## src/rtl/write_check_sequencer.sv

```systemverilog
// Drains host-written words from the write FIFO and presents them to the write-path checker,
// keeping the checker strobe and the pattern-advance strobe in lockstep.
module write_check_sequencer #(
  parameter int unsigned DATA_WIDTH = 32,
  parameter int unsigned LEN_WIDTH  = 32
) (
  input  logic                  clk,
  input  logic                  reset_n,
  input  logic                  start,
  input  logic                  abort,
  input  logic [LEN_WIDTH-1:0]  transfer_len,
  input  logic                  fifo_empty,
  input  logic [DATA_WIDTH-1:0] fifo_dout,
  output logic                  fifo_rd_en,
  output logic [DATA_WIDTH-1:0] data_to_check,
  output logic                  check_for_errors,
  output logic                  enable_pattern,
  output logic                  reset_pattern,
  output logic                  reset_err_counter,
  output logic                  busy,
  output logic                  done,
  output logic [LEN_WIDTH-1:0]  words_checked
);

  typedef enum logic [1:0] {StIdle, StClear, StRun, StDone} state_e;

  state_e                state_q, state_d;
  logic [LEN_WIDTH-1:0]  remaining_q, remaining_d;
  logic [LEN_WIDTH-1:0]  words_q, words_d;
  logic [DATA_WIDTH-1:0] data_q, data_d;
  logic                  rd_valid_q, rd_valid_d;
  logic                  check_q, check_d;
  logic                  clear_q, clear_d;

  logic start_ok;
  logic len_zero;
  logic pop;
  logic strobe;
  logic retired;

  assign len_zero = (transfer_len == '0);
  assign start_ok = (state_q == StIdle) && start && !abort;
  assign pop      = (state_q == StRun) && !fifo_empty && (remaining_q != '0) && !abort;
  // An in-flight word is dropped on abort so no strobe escapes after it.
  assign strobe   = rd_valid_q && !abort;
  // The last strobe has left the pipe once nothing is pending or being presented.
  assign retired  = (remaining_q == '0) && !rd_valid_q && !check_q;

  always_comb begin
    state_d = state_q;
    unique case (state_q)
      StIdle: begin
        if (start_ok) begin
          state_d = len_zero ? StDone : StClear;
        end
      end
      StClear: state_d = StRun;
      StRun: begin
        if (retired) begin
          state_d = StDone;
        end
      end
      StDone:  state_d = StIdle;
      default: state_d = StIdle;
    endcase
    if (abort) begin
      state_d = StIdle;
    end
  end

  always_comb begin
    remaining_d = remaining_q;
    words_d     = words_q;
    data_d      = data_q;
    rd_valid_d  = pop;
    check_d     = strobe;
    clear_d     = start_ok && !len_zero;

    if (start_ok && !len_zero) begin
      remaining_d = transfer_len;
    end else if (pop) begin
      remaining_d = remaining_q - LEN_WIDTH'(1);
    end

    if ((state_q == StClear) && !abort) begin
      words_d = '0;
    end else if (strobe) begin
      words_d = words_q + LEN_WIDTH'(1);
      data_d  = fifo_dout;
    end
  end

  always_ff @(posedge clk or negedge reset_n) begin
    if (!reset_n) begin
      state_q     <= StIdle;
      remaining_q <= '0;
      words_q     <= '0;
      data_q      <= '0;
      rd_valid_q  <= 1'b0;
      check_q     <= 1'b0;
      clear_q     <= 1'b0;
    end else begin
      state_q     <= state_d;
      remaining_q <= remaining_d;
      words_q     <= words_d;
      data_q      <= data_d;
      rd_valid_q  <= rd_valid_d;
      check_q     <= check_d;
      clear_q     <= clear_d;
    end
  end

  assign fifo_rd_en        = pop;
  assign data_to_check     = data_q;
  assign check_for_errors  = check_q;
  assign enable_pattern    = check_q;
  assign reset_pattern     = clear_q;
  assign reset_err_counter = clear_q;
  assign busy              = (state_q == StClear) || (state_q == StRun);
  assign done              = (state_q == StDone);
  assign words_checked     = words_q;

endmodule

```

## config.mk

```make
export PLATFORM = sky130hd
export DESIGN_NAME = write_check_sequencer
export DESIGN_NICKNAME = d
export VERILOG_FILES = /design/src/rtl/write_check_sequencer.sv
export SDC_FILE = /design/constraint.sdc
export NUM_CORES = 1
export LEC_CHECK = 0
export CORE_ASPECT_RATIO = 0.6
export CORE_MARGIN = 1
export CORE_UTILIZATION = 50
export CTS_CLUSTER_SIZE = 14
export DETAILED_ROUTE_END_ITERATION = 12
export PLACE_DENSITY = 0.84
export SETUP_SLACK_MARGIN = 0.3
export SKIP_LAST_GASP = 1
export SLEW_MARGIN = 20
export SYNTH_ARGS = -nofsm -noshare
export SYNTH_HDL_FRONTEND = slang
export SYNTH_SLANG_ARGS = --single-unit
```

## constraint.sdc

```tcl
create_clock -name clk -period 3.3 [get_ports clk]
set_clock_uncertainty 0.15 [all_clocks]
set_input_delay 0.33 -clock clk [delete_from_list [all_inputs] [get_ports clk]]
set_output_delay 0.33 -clock clk [all_outputs]
set_load 0.01 [all_outputs]
```

* Yosys cells after proc, flatten, opt, wreduce, memory -nomap -nowiden
Index checks and enable logic that the tools add are counted.
Word-level totals: latch bits 0, input bits 69, flip-flop bits (word level) 101, logic and storage cells 48, RAM bits 0, ROM bits 0, output and inout bits 71, memories kept 0
Operators by class: eq/ne operators 5, order comparisons 0, bitwise gates (word level) 1, divide/modulo/power cells 0, add/subtract/negate cells 2, shift-type cells 0, $mul 0, reduce and logical (&&, ||, !) cells 24, mux-type cells 9
Operator list (number):
- $mux 32 | 4
- $logic_not 32->1 | 2
- $add 32x1->32 const B | 1
- $reduce_bool 32->1 | 1
- $sub 32x1->32 const B | 1
- $logic_and 1x1->1 | 10
- $mux 2 | 4
- $pmux 2 s4 | 1
- $ne 3x3->1 const B | 2
- $logic_not 1->1 | 5
- $eq 2x2->1 const B | 2
- $reduce_and 2->1 | 2
- $reduce_bool 2->1 | 2
- $eq 2x1->1 const B | 1
- $logic_not 2->1 | 1
- $logic_or 1x1->1 | 1
- $not 1->1 | 1

* Longest topological paths before layout
Gate-level depths: netlist of the first run.
depth after elaboration 6, gate-level depth with buffers 8, gate-level depth less buffers 7

* Worst setup path after synthesis of the first run
Ideal clock, no wire load.
path kind register -> register, start point register state_q[0], end point register remaining_q[13], cell stages (with the launch flop) 9, slack 1014 ps, clock period less this slack 2286 ps, path buffers 1, required time 3068 ps, setup time 82 ps, arrival time 2054 ps, cell sequence dfrtp_1 inv_1 ha_1 nor3b_2 nand2_1 clkbuf_1 or3_1 or3_1 a31oi_1
On the way: longest elaborated chain between the ends 5, elaborated cells on any way between the ends 10, those cells by class eq/ne: 1; mux: 1; reduce/logical: 8
Ends and longest elaborated chain:
- from (decl) | RTL line 27 | state_e state_q, state_d;
- from (signal assigned) | RTL line 95 | state_q <= StIdle;
- from (signal assigned) | RTL line 103 | state_q <= state_d;
- $eq 2x2->1 / $logic_not 2->1 (equally long branches) | RTL line 43, 42
- $logic_and 1x1->1 (on tied branches) (2 in series) | RTL line 43, 42
- $logic_and 1x1->1 (on tied branches) | RTL line 43, 79
- $reduce_bool 2->1 (no line) / $mux 32 (equally long branches)
- to (signal assigned) | RTL line 104 | remaining_q <= remaining_d;
- to (decl) | RTL line 28 | logic [LEN_WIDTH-1:0] remaining_q, remaining_d;
Parallel ways exist; a longest one is shown, timed or not. A chain may end at the register's enable or synchronous reset.

* Final worst setup path of the first run
start point register remaining_q[26], end point output port fifo_rd_en
On the way: longest elaborated chain between the ends 3
Ends and longest elaborated chain:
- $reduce_bool 32->1 | RTL line 43 | assign pop = (state_q == StRun) && !fifo_empty && (remaining_q != '0) && !abort;
- $logic_and 1x1->1 (2 in series) | RTL line 43
- to (decl) | RTL line 14 | output logic fifo_rd_en,
No other way between the ends.

==> results of run 1 <==
-- power breakdown --
part / internal [mW] / leakage, nW / switching [mW]
Sequential: 1.49 / 1.27 / 0.260
Clock: 0.684 / 0.151 / 0.468
Combinational: 0.510 / 1.51 / 0.442
-- repair_timing --
| item | CTS | global route |
|---|---|---|
| setup endpoints to repair | 0 | 4 |
| hold endpoints to repair | 43 | 0 |
| hold buffers | 1 | 0 |
| resized for setup | 0 | 2 |
-- through the flow --
| step | std cells | utilization, % | worst slack, ns | hold slack [ns] | total power [mW] |
|---|---|---|---|---|---|
| 2_1_floorplan | 631 | - | 1.01 | -0.116 | 2.15 |
| 3_3_place_gp | 886 | 66.2 | 0.560 | 0.214 | 2.66 |
| 3_5_place_dp | 886 | 66.2 | 0.450 | 0.220 | 2.70 |
| 4_1_cts | 902 | 69.4 | 0.318 | 0.330 | 3.86 |
| 5_1_grt | 902 | 69.4 | 0.208 | 0.356 | 4.04 |
| 6_report | 902 | 69.4 | 0.330 | 0.327 | 3.85 |
-- worst max-delay path by stage --
stage                                from  cells past startpoint         endpoint
after floorplan                state_q[0]                      8  remaining_q[13]
after global placement              abort                      6  remaining_q[19]
after detailed placement            abort                      6  remaining_q[19]
after CTS                      state_q[0]                      5       fifo_rd_en
after global routing      remaining_q[26]                      5       fifo_rd_en
final                     remaining_q[26]                      5       fifo_rd_en
-- per-layer routing --
| layer | up-vias | share of wire [%] |
|---|---|---|
| met4 | 0 | 2.2 |
| met5 | - | 0 |
| met1 | 2639 | 45 |
| met3 | 36 | 8.2 |
| li1 | 2562 | - |
| met2 | 314 | 45 |
-- critical path: stages (launching register included) --
cell and delay, ns:
dfrtp_1 0.40, nor4_1 0.50, nand2_1 0.32, nor4_4 0.33, nor2_2 0.10, clkdlybuf4s50_1 0.49
-- registers in the layout, indices dropped and copies added, names as in the netlist --
register,flops
reset_err_counter,1
remaining_q,32
check_for_errors,1
state_q,2
data_to_check,32
words_checked,32
rd_valid_q,1
-- cell usage after synthesis (all sizes together), types with 3 or more instances --
cell / n / share of area [%]
a21oi: 13 / 1.2
a31o: 3 / 0.48
a31oi: 36 / 4.1
a41oi: 4 / 0.64
and3: 6 / 0.69
and4: 4 / 0.64
buf: 8 / 0.78
clkbuf: 27 / 1.9
dfrtp: 101 / 46
ha: 7 / 1.6
inv: 13 / 0.89
mux2i: 5 / 0.92
nand2: 137 / 9.4
nand2b: 5 / 0.57
nand3: 22 / 2.0
nand3b: 3 / 0.41
nand4: 11 / 1.4
nand4b: 5 / 0.80
nor2: 46 / 3.2
nor2b: 3 / 0.34
nor3: 16 / 1.6
nor4: 18 / 3.0
o211ai: 6 / 0.82
o21ai: 44 / 4.0
o311ai: 5 / 0.94
o31ai: 11 / 1.5
o41ai: 5 / 0.80
or2: 5 / 0.57
or3: 29 / 3.7
or4: 18 / 2.5
-- cell type report --
cell class | instances | area [sq um] | area share [%]
well taps | 139 | 174 | 2.36
clock inverters | 5 | 83.8 | 1.14
flip-flops and latches | 101 | 2530 | 34.4
clock buffers | 10 | 239 | 3.25
repair buffers | 152 | 1510 | 20.6
inverters | 13 | 48.8 | 0.663
multi-input cells | 482 | 2770 | 37.7
-- cells by family (layout without fill, tap and decap cells) --
logic type               Yosys count  after routing  synth area share (%)
AO/OA/AOI/OAI                    133            133                  15.5
multiplexers                       6              6                  1.12
adder cells (fa/ha/maj)            7              7                  1.60
buffers and inverters             48            180                  3.52
AND/OR/NAND/NOR                  334            334                  31.7
flip-flops                       101            101                  46.2
XOR/XNOR                           2              2                 0.320
==> out/results.txt, run 1 <==
Final hold violation count: 0
Remaining DRCs: 0
Share of layout cells above drive strength 1: 6.95%
Vias in the first global route: 5277
Seq/Total Area, Yosys: 46.2%
R2R Path Start: state_q[0]
GR Util met1: 42.4%
Cell variety after synth: 56
Synthesized netlist cell count: 631
Ys Warns: 0
Layout Area Growth over Synthesis: 34.5%
Vias per inst: 6.15
Fillers: 795
Clk buf depth: 2
Period minus WS final: 2.97 ns
DP HPWL: 11.5 mm
Hold EP: data_to_check[29]
Critical Path AT: 2.49 ns
Total track usage: 29.3%
Crit Path Class: reg -> out
Number of flops mapped to enable cells by yosys: 0
Max transition margin: 53.1%
TritonCTS clock tree: built
RSZ-0062 raised after global routing: true
Die height: 83.0 microns
DP Area: 7020 sq um
Worst-skew pair later-pin latency: 0.35 ns
Worst-Margin Slew: 0.703 ns
Chip Width: 137 microns
# rows: 29
Fin Setup TNS: 0 ns
Outcome: finished clean
Setup violations, final: 0
VDD IR max: 391 uV
Hold path start: data_to_check[29]
Initial DRC count: 589
Syn_area_per_cell: 8.67 sq um
Post-Syn Area: 5470 sq um
CTS Buf Count: 9
R2R setup slack: 0.39 ns
First-pass iteration count of the detailed router: 5
Critical Path Start Type: flip-flop
Vias: 5551
Congestion Overflow GR: 0
Final Cell Area: 7360 sq um
Commonest non-fill, non-tap cell in the layout: clkdlybuf4s50_1
Final Max Tran Viols: 0
DR WL/cell: 17.8 microns
Critical R2R Capture: remaining_q[16]
Max Clk Rate: 337 MHz
Gr busiest metal: met2
WL final: 16.1 mm
First-pass GRT wire length: 26.2 mm
Min-delay worst type: reg -> reg
PortBufs: 139
Largest net degree at the start of global routing: 59
Max FO, Critical Path: 5
Post-synth ARST share: 100%
# IOs: 140
Syn_nets: 707
Met2 Use GR: 43.5%
Leak pwr: 2.93 nW
WP data required: 2.82 ns
Pwr Density: 523 nW/um^2
Initial Util: 51.6%
Placer congestion estimate: 0.897
Initial antenna violation count: 0
Routed Antenna Nets: 0
Worst Setup End Kind: output pin
CTS sink cnt: 101
Most frequent cells in the layout: 138 x clkdlybuf4s50_1, 135 x nand2_1, 101 x dfrtp_1
Clock-pin slew on the worst setup and hold paths: 0.07 ns
MaxCap Viol Count: 0
Clock Tree Root: clkbuf_16
Synth Flop Type: dfrtp_1
Max H-tree Level: 3
R2r worst-path depth: 7
Die ar.: 11400 sq um
Net count, final: 835
GR Util met3: 6.59%
Core area: 10600 sq um
Cells on Worst Hold Path: 2
Synthesis-stage register bit count: 101
Final period util: 90.0%
Post-CTS Setup Bufs: 0
# diodes: 0
Note: power is estimated with default switching activity, not from simulation.
==> run 2: changes to the inputs <==
--- a/config.mk
+++ b/config.mk
@@ -13,7 +13,7 @@
 export PLACE_DENSITY = 0.84
 export SETUP_SLACK_MARGIN = 0.3
 export SKIP_LAST_GASP = 1
-export SLEW_MARGIN = 20
+export SLEW_MARGIN = 10
 export SYNTH_ARGS = -nofsm -noshare
 export SYNTH_HDL_FRONTEND = slang
 export SYNTH_SLANG_ARGS = --single-unit
==> results of run 2 <==
The final DEF is identical to that of run 1; final timing and power are the same.
